--- src/rtl/dm_sba_gen.sv ---
`default_nettype none
// ============================================================================
// Module   : dm_sba_gen
// Purpose  : System bus access engine for the debug module. It turns debugger
//            SBA requests (sbaddress / sbdata CSR accesses) into single-beat
//            transactions on a req/gnt/r_valid memory-style master port.
//            Supports separate address and data widths, accesses up to 128 bits,
//            byte-lane placement of write data, alignment of read data, bus
//            error and timeout reporting, launch-time size and alignment
//            checks, and busy-error detection.
// Revision : 1.0 - initial release
// ----------------------------------------------------------------------------
// Ports:
//   clk_i, rst_ni              clock, asynchronous active-low reset
//   dmactive_i                 synchronous active-low reset / abort
//   master_req_o..master_be_o  request side of the bus master port
//   master_gnt_i               request accepted by the bus
//   master_r_valid_i/_err_i    response (reads and writes) and its error flag
//   master_r_rdata_i           read data, still in bus-lane position
//   sbaddress_i, sbaccess_i    current address and log2 access size
//   sbreadonaddr_i             an address write also starts a read
//   sbreadondata_i             an sbdata read also starts a read
//   sbautoincrement_i          advance the address after a good access
//   sbdata_i                   write data, LSB-aligned
//   sb*_valid_i                CSR access strobes from the debugger
//   sbaddress_o                next sbaddress value (pass-through or +size)
//   sbdata_o, sbdata_valid_o   LSB-aligned read data and its strobe
//   sbbusy_o                   a transaction is in flight
//   sbbusyerror_o              a request was dropped because we were busy
//   sberror_valid_o, sberror_o error code pulse
//                              (1 timeout, 2 bus error, 3 misaligned, 4 size)
// ============================================================================
module dm_sba_gen #(
    parameter int unsigned AddrWidth      = 32,
    parameter int unsigned BusWidth       = 32,
    parameter bit          ReadByteEnable = 1'b1,
    parameter int unsigned TimeoutCycles  = 0
) (
    input  logic                  clk_i,
    input  logic                  rst_ni,
    input  logic                  dmactive_i,

    output logic                  master_req_o,
    output logic [AddrWidth-1:0]  master_add_o,
    output logic                  master_we_o,
    output logic [BusWidth-1:0]   master_wdata_o,
    output logic [BusWidth/8-1:0] master_be_o,
    input  logic                  master_gnt_i,
    input  logic                  master_r_valid_i,
    input  logic                  master_r_err_i,
    input  logic [BusWidth-1:0]   master_r_rdata_i,

    input  logic [AddrWidth-1:0]  sbaddress_i,
    input  logic                  sbaddress_write_valid_i,
    input  logic                  sbreadonaddr_i,
    input  logic                  sbautoincrement_i,
    input  logic [2:0]            sbaccess_i,
    input  logic                  sbreadondata_i,
    input  logic [BusWidth-1:0]   sbdata_i,
    input  logic                  sbdata_read_valid_i,
    input  logic                  sbdata_write_valid_i,

    output logic [AddrWidth-1:0]  sbaddress_o,
    output logic [BusWidth-1:0]   sbdata_o,
    output logic                  sbdata_valid_o,
    output logic                  sbbusy_o,
    output logic                  sbbusyerror_o,
    output logic                  sberror_valid_o,
    output logic [2:0]            sberror_o
);

    localparam int unsigned BeWidth   = BusWidth / 8;
    localparam int unsigned OffWidth  = $clog2(BeWidth);
    localparam bit          TimeoutEn = (TimeoutCycles > 0);
    // Counter value seen in the last permitted busy cycle.
    localparam logic [31:0] TimeoutLast = TimeoutEn ? 32'(TimeoutCycles - 1) : 32'd0;

    localparam logic [2:0] ErrTimeout  = 3'd1;
    localparam logic [2:0] ErrBus      = 3'd2;
    localparam logic [2:0] ErrAlign    = 3'd3;
    localparam logic [2:0] ErrSize     = 3'd4;

    typedef enum logic [2:0] {
        Idle      = 3'd0,
        Read      = 3'd1,
        Write     = 3'd2,
        WaitRead  = 3'd3,
        WaitWrite = 3'd4
    } state_e;

    state_e      state_d, state_q;
    logic [31:0] cnt_d, cnt_q;

    // ------------------------------------------------------------------------
    // Request decode
    // ------------------------------------------------------------------------
    logic wr_req, rd_req, any_req, busy;

    assign wr_req  = sbdata_write_valid_i;
    assign rd_req  = (sbaddress_write_valid_i & sbreadonaddr_i)
                   | (sbdata_read_valid_i & sbreadondata_i);
    assign any_req = wr_req | rd_req;
    assign busy    = (state_q != Idle);

    // ------------------------------------------------------------------------
    // Lane placement. The byte offset inside a bus word selects the lanes for
    // both directions; sbaddress_i is held stable by the CSR logic while busy.
    // ------------------------------------------------------------------------
    logic [OffWidth-1:0]  off;
    logic [OffWidth+2:0]  bit_off;
    logic [15:0]          be_base;
    logic [BeWidth-1:0]   be_lanes;
    logic [BusWidth-1:0]  wdata_lanes;
    logic [BusWidth-1:0]  rdata_aligned;

    assign off     = sbaddress_i[OffWidth-1:0];
    assign bit_off = {off, 3'b000};

    always_comb begin
        be_base = 16'h0000;
        case (sbaccess_i)
            3'd0:    be_base = 16'h0001;
            3'd1:    be_base = 16'h0003;
            3'd2:    be_base = 16'h000F;
            3'd3:    be_base = 16'h00FF;
            3'd4:    be_base = 16'hFFFF;
            default: be_base = 16'h0000;
        endcase
    end

    // Sizes wider than the bus never launch, so truncating the mask is safe.
    assign be_lanes      = BeWidth'(be_base) << off;
    assign wdata_lanes   = sbdata_i << bit_off;
    assign rdata_aligned = master_r_rdata_i >> bit_off;

    // ------------------------------------------------------------------------
    // Launch checks and address increment
    // ------------------------------------------------------------------------
    logic                 size_err, align_err;
    logic [AddrWidth-1:0] size_bytes;
    logic [AddrWidth-1:0] align_mask;
    logic [AddrWidth-1:0] incr_addr;

    // The bus is 2^OffWidth bytes wide, and OffWidth never exceeds 4, so this
    // single compare covers both "too wide for the bus" and "above 128 bits".
    assign size_err   = (sbaccess_i > 3'(OffWidth));
    assign size_bytes = AddrWidth'(1) << sbaccess_i;
    assign align_mask = size_bytes - AddrWidth'(1);
    assign align_err  = |(sbaddress_i & align_mask);
    // Natural modulo-2^AddrWidth wrap of the adder gives the required rollover.
    assign incr_addr  = sbaddress_i + size_bytes;

    // ------------------------------------------------------------------------
    // Timeout detect: the counter holds 0 in the first busy cycle, so it sits
    // at TimeoutCycles-1 in the last busy cycle that is allowed to complete.
    // ------------------------------------------------------------------------
    logic timeout;
    assign timeout = TimeoutEn && busy && (cnt_q == TimeoutLast);

    // ------------------------------------------------------------------------
    // Next state and outputs
    // ------------------------------------------------------------------------
    always_comb begin
        state_d         = state_q;
        cnt_d           = cnt_q;
        master_req_o    = 1'b0;
        master_add_o    = '0;
        master_we_o     = 1'b0;
        master_wdata_o  = '0;
        master_be_o     = '0;
        sbaddress_o     = sbaddress_i;
        sbdata_o        = '0;
        sbdata_valid_o  = 1'b0;
        sbbusy_o        = 1'b0;
        sbbusyerror_o   = 1'b0;
        sberror_valid_o = 1'b0;
        sberror_o       = 3'd0;

        if (!dmactive_i) begin
            // Abort whatever is in flight; any late response lands in Idle.
            state_d = Idle;
            cnt_d   = '0;
        end else begin
            sbbusy_o = busy;

            if (busy) begin
                cnt_d         = cnt_q + 32'd1;
                sbbusyerror_o = any_req;
            end

            if (timeout) begin
                // Beats a response arriving in the same cycle.
                state_d         = Idle;
                cnt_d           = '0;
                sberror_valid_o = 1'b1;
                sberror_o       = ErrTimeout;
            end else begin
                case (state_q)
                    Idle: begin
                        if (any_req) begin
                            if (size_err) begin
                                sberror_valid_o = 1'b1;
                                sberror_o       = ErrSize;
                            end else if (align_err) begin
                                sberror_valid_o = 1'b1;
                                sberror_o       = ErrAlign;
                            end else begin
                                // A write wins; a simultaneous read is dropped.
                                state_d = wr_req ? Write : Read;
                                cnt_d   = '0;
                            end
                        end
                    end

                    Read: begin
                        master_req_o = 1'b1;
                        master_add_o = sbaddress_i;
                        master_be_o  = ReadByteEnable ? be_lanes : '0;
                        if (master_gnt_i) begin
                            state_d = WaitRead;
                        end
                    end

                    Write: begin
                        master_req_o   = 1'b1;
                        master_add_o   = sbaddress_i;
                        master_we_o    = 1'b1;
                        master_wdata_o = wdata_lanes;
                        master_be_o    = be_lanes;
                        if (master_gnt_i) begin
                            state_d = WaitWrite;
                        end
                    end

                    WaitRead, WaitWrite: begin
                        if (master_r_valid_i) begin
                            state_d = Idle;
                            if (master_r_err_i) begin
                                sberror_valid_o = 1'b1;
                                sberror_o       = ErrBus;
                            end else begin
                                if (state_q == WaitRead) begin
                                    sbdata_valid_o = 1'b1;
                                    sbdata_o       = rdata_aligned;
                                end
                                if (sbautoincrement_i) begin
                                    sbaddress_o = incr_addr;
                                end
                            end
                        end
                    end

                    default: begin
                        state_d = Idle;
                    end
                endcase
            end
        end
    end

    always_ff @(posedge clk_i or negedge rst_ni) begin
        if (!rst_ni) begin
            state_q <= Idle;
            cnt_q   <= '0;
        end else begin
            state_q <= state_d;
            cnt_q   <= cnt_d;
        end
    end

endmodule
`default_nettype wire

--- config.mk ---
export PLATFORM = sky130hd
export DESIGN_NAME = dm_sba_gen
export DESIGN_NICKNAME = d
export VERILOG_FILES = /design/src/rtl/dm_sba_gen.sv
export SDC_FILE = /design/constraint.sdc
export NUM_CORES = 1
export LEC_CHECK = 0
export ABC_AREA = 1
export CORE_MARGIN = 2
export CORE_UTILIZATION = 35
export DETAILED_ROUTE_END_ITERATION = 16
export GPL_TIMING_DRIVEN = 0
export PLACE_DENSITY_LB_ADDON = 0.12
export SLEW_MARGIN = 20
export SYNTH_ARGS = -nofsm -noshare
export SYNTH_HDL_FRONTEND = slang
export SYNTH_SLANG_ARGS = --single-unit
--- constraint.sdc ---
create_clock -name clk_i -period 2.9 [get_ports clk_i]
set_input_delay 0.435 -clock clk_i [delete_from_list [all_inputs] [get_ports clk_i]]
set_output_delay 0.435 -clock clk_i [all_outputs]
set_load 0.1 [all_outputs]
==> impl_table.tex, run 1 <==
\begin{tabular}{lr}
\hline
Metric & Value \\
\hline
\multicolumn{2}{l}{\textbf{Placement}} \\
\quad Quantity of I/O buffers inserted on ports & 250 \\
\quad Routability congestion estimate from global placement & 0.941 \\
\quad Placed instance area & 6940 µm² \\
\quad Final HPWL from detailed placement & between 10,000 and 15,000 µm \\
\multicolumn{2}{l}{\textbf{Power}} \\
\quad Combinational Power Share & 0.933 \\
\quad Proportion of total power due to net switching & 0.731 \\
\quad Standby leakage power & 3.48 nW \\
\quad Power density cells & 394 nW/µm² \\
\quad Clock share of power & 0.040 \\
\quad Net Switching & 0.00225 W \\
\quad Internal power consumption & about 0.00083 W \\
\quad Largest voltage drop on the vdd net & 0.246 mV \\
\quad Portion of total power attributed to sequential cells & 0.026 \\
\multicolumn{2}{l}{\textbf{Detailed routing}} \\
\quad Routed length on met2 & 11,100 µm \\
\quad Count of nets left with antenna violations after detail routing & 0 \\
\quad Post-route DRC & 0 \\
\quad Number of detailed-routing iterations run before antenna repair & 5 \\
\quad Highest metal used & met5 \\
\quad Post-route met1 wirelength & 6940 µm \\
\quad Violation count after the first detailed-route iteration & 547 \\
\quad Total via count after detailed routing & 6,137 \\
\quad Met3 Routed Length & 2070 µm \\
\quad Routed length per instance & 19.9 µm \\
\quad Post-DR vias/cell & 5.74 \\
\quad Final wirelength & 21,300 µm \\
\multicolumn{2}{l}{\textbf{STA}} \\
\quad Timing-limited maximum frequency & 0.316 GHz \\
\quad Max-slew violations & 0 \\
\quad Setup-failing EPs final & 27 \\
\quad Unrepaired setup endpoints after global routing & yes \\
\quad Final hold vios & 0 \\
\quad Aggregate negative setup slack & -2580 ps \\
\quad Minimum clock period & 3170 ps \\
\quad Ratio of final minimum period to clock period & 1.09 \\
\quad Worst max-slew margin expressed relative to the limit & 0.285 \\
\quad Worst slew pin tran & 1080 ps \\
\quad Clk\_skew & 0.601 ps \\
\quad Final WS setup & -266 ps \\
\multicolumn{2}{l}{\textbf{Floorplanning}} \\
\quad CORE AREA & 9150 µm² \\
\quad X dimension of the die & 101 µm \\
\quad Chip Height & roughly 100 µm \\
\quad I/O Pins & 252 \\
\quad Initial core utilization & 0.359 \\
\quad Number of rows created at floorplan & 35 \\
\quad Full die area & 10,200 µm² \\
\multicolumn{2}{l}{\textbf{Clock tree}} \\
\quad H-Tree Depth & 1 \\
\quad Number of buffers inserted for hold repair after clock tree synthesis & 0 \\
\quad CTS Buffer Depth & 2 \\
\quad Count of clock tree sinks & 3 \\
\quad TritonCTS clock tree & yes \\
\quad Clock slew seen by the registers of the worst setup and hold paths & 30 ps \\
\quad Clock Latency Late Sink & 220 ps \\
\quad Clock buffers created by TritonCTS & 3 \\
\quad CTS Root Cell & sky130\_fd\_sc\_hd\_\_clkbuf\_8 \\
\multicolumn{2}{l}{\textbf{Critical path}} \\
\quad Worst EP arrival & 2730 ps \\
\quad R2r setup slk & 1150 ps \\
\quad Critical path startpoint category & input pin \\
\quad CP endpoint kind & primary output \\
\quad Highest fanout seen on the critical path & 3 \\
\quad Required time of the critical path & 2470 ps \\
\quad CP Class & in2out \\
\multicolumn{2}{l}{\textbf{Global route}} \\
\quad Residual overflow from global routing & 0 \\
\quad Via count of the first global-routing pass & approximately 6,000 \\
\quad Aggregate global-route resource usage & 0.359 \\
\quad Initial antenna violation count & 1 \\
\quad Global-route wire length before repair & 29,200 µm \\
\quad Maximum number of pins on one net before global-route repair & 11 \\
\multicolumn{2}{l}{\textbf{Yosys}} \\
\quad Post-synthesis sequential area ratio & 0.0228 \\
\quad Number of warnings reported in the yosys synthesis log & 0 \\
\quad Most common cell in the synthesized netlist & sky130\_fd\_sc\_hd\_\_nand2\_1 \\
\quad Top post-synthesis cells by area & sky130\_fd\_sc\_hd\_\_nand2\_1, sky130\_fd\_sc\_hd\_\_nor2\_1, sky130\_fd\_sc\_hd\_\_inv\_1, sky130\_fd\_sc\_hd\_\_nand3\_1, sky130\_fd\_sc\_hd\_\_mux2i\_1 \\
\quad Top post-synthesis cells by count & sky130\_fd\_sc\_hd\_\_nand2\_1, sky130\_fd\_sc\_hd\_\_nor2\_1, sky130\_fd\_sc\_hd\_\_inv\_1, sky130\_fd\_sc\_hd\_\_nand3\_1, sky130\_fd\_sc\_hd\_\_nor3\_1 \\
\quad Register bit total from synthesis & 3 \\
\quad Share of the synthesized area in the top cell type & 0.256 \\
\quad Mean post-synth cell area & 4.87 µm² \\
\quad Library cell with the largest summed area after synthesis & sky130\_fd\_sc\_hd\_\_nand2\_1 \\
\quad Gate Count Post-Synth & 674 \\
\quad Netlist area before placement & approximately 3300 µm² \\
\quad Asr flop ratio synth & 1.00 \\
\quad Synth Flop Type & sky130\_fd\_sc\_hd\_\_dfrtp\_1 \\
\quad Net count after synthesis & 797 \\
\quad Number of distinct standard cells referenced by the synthesized netlist & 39 \\
\quad Number of enable flip-flop cells after synthesis & 0 \\
\multicolumn{2}{l}{\textbf{Worst hold path}} \\
\quad Class of the tightest hold or removal check & in2async \\
\multicolumn{2}{l}{\textbf{Run}} \\
\quad MaxCap Viol Count & 0 \\
\multicolumn{2}{l}{\textbf{Layout}} \\
\quad Layout Nets & around 1,100 \\
\quad Number of flip-flops in the largest register & 3 \\
\quad Register with the highest flop count & state\_q \\
\quad Fraction of final layout cells sized beyond drive strength 1 & 0.435 \\
\quad Synth-to-layout area growth & 138\% \\
\quad Antenna Cells & 0 \\
\quad Post-route cell area & 7810 µm² \\
\quad Largest regs & state\_q (3) \\
\multicolumn{2}{l}{\textbf{Outcome}} \\
\quad Violated checks & negative setup slack \\
\quad Result of the run & complete, but fails checks \\
\hline
\end{tabular}
what timing repair did:
| item | CTS | global route |
|---|---|---|
| setup buffers | 14 | 16 |
| setup endpoints to repair | 140 | 89 |
| cloned | 1 | 0 |
| pin swaps | 24 | 27 |
| resized for setup | 728 | 154 |
| endpoints found under the hold margin | 0 | 0 |
cells by family after synthesis:
kind of cell / after synthesis / share of synthesized area
AO/OA/AOI/OAI: 66 / 0.126
XOR/XNOR: 16 / 0.0426
adder cells (fa/ha/maj): 12 / 0.0480
buffers and inverters: 123 / 0.151
flip-flops: 3 / 0.0228
multiplexers: 15 / 0.0457
AND/OR/NAND/NOR: 439 / 0.564
layer usage:
metal | up-vias | track usage
met5 | - | 0
met4 | 2 | 0.186
met3 | 123 | 0.0707
met2 | 492 | 0.686
met1 | 2803 | 0.366
li1 | 2717 | -
area by class of cell:
type / count / area, µm²
buffer: 28 / 190
clock buffer: 4 / 45.0
fill: 542 / 1340
inverter: 95 / 394
multi-input combinational: 549 / 4140
sequential: 3 / 75.1
tap: 111 / 139
timing repair buffer: 280 / 2830
through the flow:
step	cells	util	hold slack, ps	power, W	worst slack, ps
finish	1070	0.853	410	0.00308	-266
global route	1070	0.853	413	0.00317	-444
CTS	1054	0.797	403	0.00293	-100
detailed placement	1035	0.759	532	0.00281	-1790
global placement	1035	0.759	507	0.00278	-1750
floorplan	674	-	139	0.00211	-744
final timing paths:
| path | end | cells past startpoint | start |
|---|---|---|---|
| min in group clk_i | state_q[2] | 2 | state_q[2] |
| hold reg to reg | state_q[2] | 2 | state_q[2] |
| setup reg to reg | state_q[1] | 11 | state_q[0] |
| max in group asynchronous | state_q[1] | 1 | rst_ni |
| hold / removal | state_q[0] | 1 | rst_ni |
| setup / recovery | sbaddress_o[30] | 18 | sbaccess_i[1] |
power by group through the flow:
stage               logic (W)  registers (W)  clock network [W]
floorplan             0.00204      0.0000734                  0
global placement      0.00271      0.0000756                  0
detailed placement    0.00274      0.0000785                  0
CTS                   0.00273      0.0000780           0.000123
global route          0.00296      0.0000818           0.000133
finish                0.00287      0.0000805           0.000124
worst max-delay path: stages:
cell and delay, ps:
sky130_fd_sc_hd__buf_12 100, sky130_fd_sc_hd__nor2_4 130, sky130_fd_sc_hd__inv_4 70, sky130_fd_sc_hd__nor2_4 140
sky130_fd_sc_hd__ha_4 150, sky130_fd_sc_hd__inv_2 40, sky130_fd_sc_hd__fa_2 330, sky130_fd_sc_hd__inv_2 90
sky130_fd_sc_hd__nand2_4 70, sky130_fd_sc_hd__nand2_2 60, sky130_fd_sc_hd__nand3b_1 90, sky130_fd_sc_hd__nand2_2 130
sky130_fd_sc_hd__nand2_4 80, sky130_fd_sc_hd__nor2_4 270, sky130_fd_sc_hd__nand4_1 160, sky130_fd_sc_hd__nand2_2 120
sky130_fd_sc_hd__clkinvlp_4 90, sky130_fd_sc_hd__buf_12 170
cell usage in the layout (no fill, tap or decap), types with 6 or more instances in the layout:
| cell | n |
|---|---|
| sky130_fd_sc_hd__a211oi_4 | 8 |
| sky130_fd_sc_hd__buf_4 | 54 |
| sky130_fd_sc_hd__a21oi_1 | 12 |
| sky130_fd_sc_hd__buf_6 | 11 |
| sky130_fd_sc_hd__clkbuf_2 | 11 |
| sky130_fd_sc_hd__mux2i_1 | 10 |
| sky130_fd_sc_hd__xor2_4 | 11 |
| sky130_fd_sc_hd__nand3_2 | 6 |
| sky130_fd_sc_hd__nor3_4 | 6 |
| sky130_fd_sc_hd__clkdlybuf4s15_2 | 46 |
| sky130_fd_sc_hd__inv_4 | 6 |
| sky130_fd_sc_hd__nand2_4 | 13 |
| sky130_fd_sc_hd__nand3_4 | 6 |
| sky130_fd_sc_hd__clkdlybuf4s50_1 | 92 |
| sky130_fd_sc_hd__clkbuf_4 | 13 |
| sky130_fd_sc_hd__nand2_1 | 194 |
| sky130_fd_sc_hd__dlymetal6s2s_1 | 7 |
| sky130_fd_sc_hd__nor2_2 | 46 |
| sky130_fd_sc_hd__buf_12 | 23 |
| sky130_fd_sc_hd__nand2_2 | 20 |
| sky130_fd_sc_hd__clkbuf_1 | 7 |
| sky130_fd_sc_hd__o21ai_0 | 12 |
| sky130_fd_sc_hd__ha_4 | 7 |
| sky130_fd_sc_hd__dlygate4sd2_1 | 10 |
| sky130_fd_sc_hd__a311oi_4 | 6 |
| sky130_fd_sc_hd__inv_2 | 7 |
| sky130_fd_sc_hd__a31oi_2 | 14 |
| sky130_fd_sc_hd__nand4_1 | 13 |
| sky130_fd_sc_hd__nand3_1 | 26 |
| sky130_fd_sc_hd__buf_2 | 26 |
| sky130_fd_sc_hd__inv_1 | 77 |
| sky130_fd_sc_hd__nor2_4 | 34 |
| sky130_fd_sc_hd__nor3_2 | 7 |
| sky130_fd_sc_hd__nor3_1 | 12 |
| sky130_fd_sc_hd__nor2_1 | 48 |
Power figures use the tool's default switching activity.
==> run 2, diff against run 1 <==
--- a/config.mk
+++ b/config.mk
@@ -6,6 +6,7 @@
 export NUM_CORES = 1
 export LEC_CHECK = 0
 export ABC_AREA = 1
+export CAP_MARGIN = 25
 export CORE_MARGIN = 2
 export CORE_UTILIZATION = 35
 export DETAILED_ROUTE_END_ITERATION = 16
==> impl_table.tex, run 2 (synthesis results as in run 1) <==
\begin{tabular}{lr}
\hline
Metric & Value \\
\hline
\multicolumn{2}{l}{\textbf{Critical path}} \\
\quad Critical path startpoint category & input pin (unchanged) \\
\quad Capturing point of the worst reg2reg path & state\_q[0] (was state\_q[1]) \\
\quad Worst stage delay on the critical path & 320 ps (was 330 ps) \\
\quad CP Class & in2out (unchanged) \\
\quad Worst path cell trace & buf\_12, nor2\_4, inv\_4, nor2\_4, ha\_4, inv\_2, fa\_2, inv\_2, nand2\_4, a21oi\_4, nand2\_2, nand2\_4, nand3\_4, nor2\_4, nand2\_2, nand2\_2, nand2\_4, buf\_12 (was buf\_12, nor2\_4, inv\_4, nor2\_4, ha\_4, inv\_2, fa\_2, inv\_2, nand2\_4, nand2\_2, nand3b\_1, nand2\_2, nand2\_4, nor2\_4, nand4\_1, nand2\_2, clkinvlp\_4, buf\_12) \\
\quad Required time of the critical path & 2470 ps (about the same) \\
\quad Highest fanout seen on the critical path & 3 (unchanged) \\
\quad CP endpoint kind & primary output (unchanged) \\
\quad Reg2Reg Depth & 11 (unchanged) \\
\quad Worst EP arrival & 2720 ps (was 2730 ps) \\
\quad R2R Path Start & state\_q[2] (was state\_q[0]) \\
\quad Slowest-stage cell, CP & sky130\_fd\_sc\_hd\_\_fa\_2 (unchanged) \\
\quad R2r setup slk & 1130 ps (was 1150 ps) \\
\multicolumn{2}{l}{\textbf{Layout}} \\
\quad Register with the highest flop count & state\_q (unchanged) \\
\quad Most common cell after layout, fill and taps aside & sky130\_fd\_sc\_hd\_\_nand2\_1 (unchanged) \\
\quad Synth-to-layout area growth & 138\% (about the same) \\
\quad Top library cells by usage in the layout, fill and taps aside & sky130\_fd\_sc\_hd\_\_nand2\_1, sky130\_fd\_sc\_hd\_\_clkdlybuf4s50\_1, sky130\_fd\_sc\_hd\_\_inv\_1, sky130\_fd\_sc\_hd\_\_buf\_4, sky130\_fd\_sc\_hd\_\_nor2\_1 (unchanged) \\
\quad Layout Nets & 1,084 (was 1,083) \\
\quad Antenna Cells & 0 (unchanged) \\
\quad FILL cells & 537 (was 542) \\
\quad Number of non-filler instances in the completed layout & 1,071 (was 1,070) \\
\quad Largest regs & state\_q (3) (unchanged) \\
\quad Number of flip-flops in the largest register & 3 (unchanged) \\
\quad Fraction of final layout cells sized beyond drive strength 1 & 0.435 (about the same) \\
\quad Post-route cell area & 7810 µm² (about the same) \\
\multicolumn{2}{l}{\textbf{Placement}} \\
\quad Placed Cells incl. Taps & 1,035 (unchanged) \\
\quad Placed instance area & 6940 µm² (unchanged) \\
\quad Final HPWL from detailed placement & 14,600 µm (unchanged) \\
\quad Routability congestion estimate from global placement & 0.941 (unchanged) \\
\quad Quantity of I/O buffers inserted on ports & 250 (unchanged) \\
\multicolumn{2}{l}{\textbf{Floorplanning}} \\
\quad CORE AREA & 9150 µm² (unchanged) \\
\quad Full die area & 10,200 µm² (unchanged) \\
\quad Chip Height & 101 µm (unchanged) \\
\quad I/O Pins & 252 (unchanged) \\
\quad X dimension of the die & 101 µm (unchanged) \\
\quad Number of rows created at floorplan & 35 (unchanged) \\
\quad Initial core utilization & 0.359 (unchanged) \\
\multicolumn{2}{l}{\textbf{Power}} \\
\quad Largest voltage drop on the vdd net & 0.259 mV (was 0.246 mV) \\
\quad Overall power after layout & 0.00307 W (was 0.00308 W) \\
\quad Power density cells & 393 nW/µm² (was 394 nW/µm²) \\
\quad Standby leakage power & 3.49 nW (was 3.48 nW) \\
\multicolumn{2}{l}{\textbf{Detailed routing}} \\
\quad Final wirelength & 21,300 µm (about the same) \\
\quad Routed length per instance & 19.9 µm (about the same) \\
\quad Count of nets left with antenna violations after detail routing & 0 (unchanged) \\
\quad Post-DR vias/cell & 5.77 (was 5.74) \\
\quad Number of detailed-routing iterations run before antenna repair & 9 (was 5) \\
\quad Post-route DRC & 0 (unchanged) \\
\quad Violation count after the first detailed-route iteration & 338 (was 547) \\
\quad Total via count after detailed routing & 6,175 (was 6,137) \\
\multicolumn{2}{l}{\textbf{STA}} \\
\quad Timing-limited maximum frequency & 0.317 GHz (was 0.316 GHz) \\
\quad Worst slew pin tran & 1080 ps (about the same) \\
\quad Worst max-slew margin expressed relative to the limit & 0.282 (was 0.285) \\
\quad Unrepaired setup endpoints after global routing & yes (unchanged) \\
\quad Aggregate negative setup slack & -2040 ps (was -2580 ps) \\
\quad Minimum clock period & 3150 ps (was 3170 ps) \\
\quad Post-route worst hold slack & 408 ps (was 410 ps) \\
\quad Final hold vios & 0 (unchanged) \\
\quad Setup-failing EPs final & 25 (was 27) \\
\quad Clk\_skew & 4.34 ps (was 0.601 ps) \\
\quad Max-slew violations & 0 (unchanged) \\
\quad Final WS setup & -252 ps (was -266 ps) \\
\quad Ratio of final minimum period to clock period & 1.09 (about the same) \\
\multicolumn{2}{l}{\textbf{Clock tree}} \\
\quad Count of clock tree sinks & 3 (unchanged) \\
\quad Clock buffers created by TritonCTS & 3 (unchanged) \\
\quad Clock slew seen by the registers of the worst setup and hold paths & 30 ps (about the same) \\
\quad Clock Latency Late Sink & 220 ps (about the same) \\
\quad H-Tree Depth & 1 (unchanged) \\
\quad Number of buffers inserted for hold repair after clock tree synthesis & 0 (unchanged) \\
\quad TritonCTS clock tree & yes (unchanged) \\
\quad CTS Root Cell & sky130\_fd\_sc\_hd\_\_clkbuf\_8 (unchanged) \\
\quad CTS Buffer Depth & 2 (unchanged) \\
\multicolumn{2}{l}{\textbf{Global route}} \\
\quad Aggregate global-route resource usage & 0.359 (unchanged) \\
\quad Global-route wire length before repair & 29,200 µm (unchanged) \\
\quad Initial antenna violation count & 1 (unchanged) \\
\quad Maximum number of pins on one net before global-route repair & 11 (unchanged) \\
\quad Via count of the first global-routing pass & 6,006 (unchanged) \\
\quad Residual overflow from global routing & 0 (unchanged) \\
\multicolumn{2}{l}{\textbf{Worst hold path}} \\
\quad Class of the tightest hold or removal check & in2async (unchanged) \\
\multicolumn{2}{l}{\textbf{Outcome}} \\
\quad Violated checks & negative setup slack (unchanged) \\
\quad Result of the run & complete, but fails checks (unchanged) \\
\multicolumn{2}{l}{\textbf{Run}} \\
\quad MaxCap Viol Count & 0 (unchanged) \\
\hline
\end{tabular}
-- run 2: cell count changes in the layout (fill, tap and decap cells not counted), sizes merged --
cell,change
buf,+7
clkbuf,-5
clkdlybuf4s18,-1
-- run 2: worst max-delay path by stage --
stage	from	to	slack (ps)	cells after the start
floorplan	dmactive_i	sbaddress_o[2]	-740	7
global placement	sbaddress_i[1]	sbaddress_o[28]	-1750	15
detailed placement	sbaddress_i[1]	sbaddress_o[28]	-1790	15
CTS	sbaccess_i[1]	sbaddress_o[28]	-100	18
global route	sbaccess_i[1]	sbaddress_o[28]	-350	18
finish	sbaccess_i[1]	sbaddress_o[28]	-250	18
-- run 2: worst max-delay path, delay by kind of cell --
family                   cells  cell delay, ps
AND/OR/NAND/NOR             10            1140
adder cells (fa/ha/maj)      2             470
buffers and inverters        5             440
AO/OA/AOI/OAI                1             220
-- run 2: layout make-up --
| class | count | area (µm²) | share of cell area |
|---|---|---|---|
| flip-flops and latches | 3 | 75.1 | 0.00961 |
| clock buffers | 4 | 45.0 | 0.00577 |
| well taps | 111 | 139 | 0.0178 |
| multi-input cells | 549 | 4140 | 0.530 |
| inverters | 95 | 394 | 0.0505 |
| plain buffers | 28 | 193 | 0.0247 |
| repair buffers | 281 | 2830 | 0.362 |
-- run 2: metrics by stage --
stage	setup WS [ps]	util
3_3_place_gp	-1750	0.759
5_1_grt	-348	0.853
2_1_floorplan	-744	-
3_5_place_dp	-1790	0.759
6_report	-252	0.853
4_1_cts	-100	0.797
-- run 2: metal layers --
| layer | track usage | routed length (µm) | up-vias | part of all wire |
|---|---|---|---|---|
| met5 | 0 | 11 | - | 0.00052 |
| met4 | 0.186 | 1390 | 2 | 0.065 |
| met3 | 0.0707 | 1900 | 145 | 0.089 |
| met2 | 0.686 | 11000 | 474 | 0.52 |
| met1 | 0.366 | 6990 | 2829 | 0.33 |
| li1 | - | - | 2725 | - |
-- run 2: what timing repair did --
item                       4_1_cts  5_1_grt
setup buffers                   14       16
pin swaps                       24       27
setup endpoints to repair      140       89
gates resized for setup        728      151
cloned                           1        0
-- run 2: where the power goes --
group	total [W]	internal [W]	switching [W]
registers	0.0000798	0.0000570	0.0000228
logic	0.00287	0.000674	0.00220
clock network	0.000122	0.0000938	0.0000284
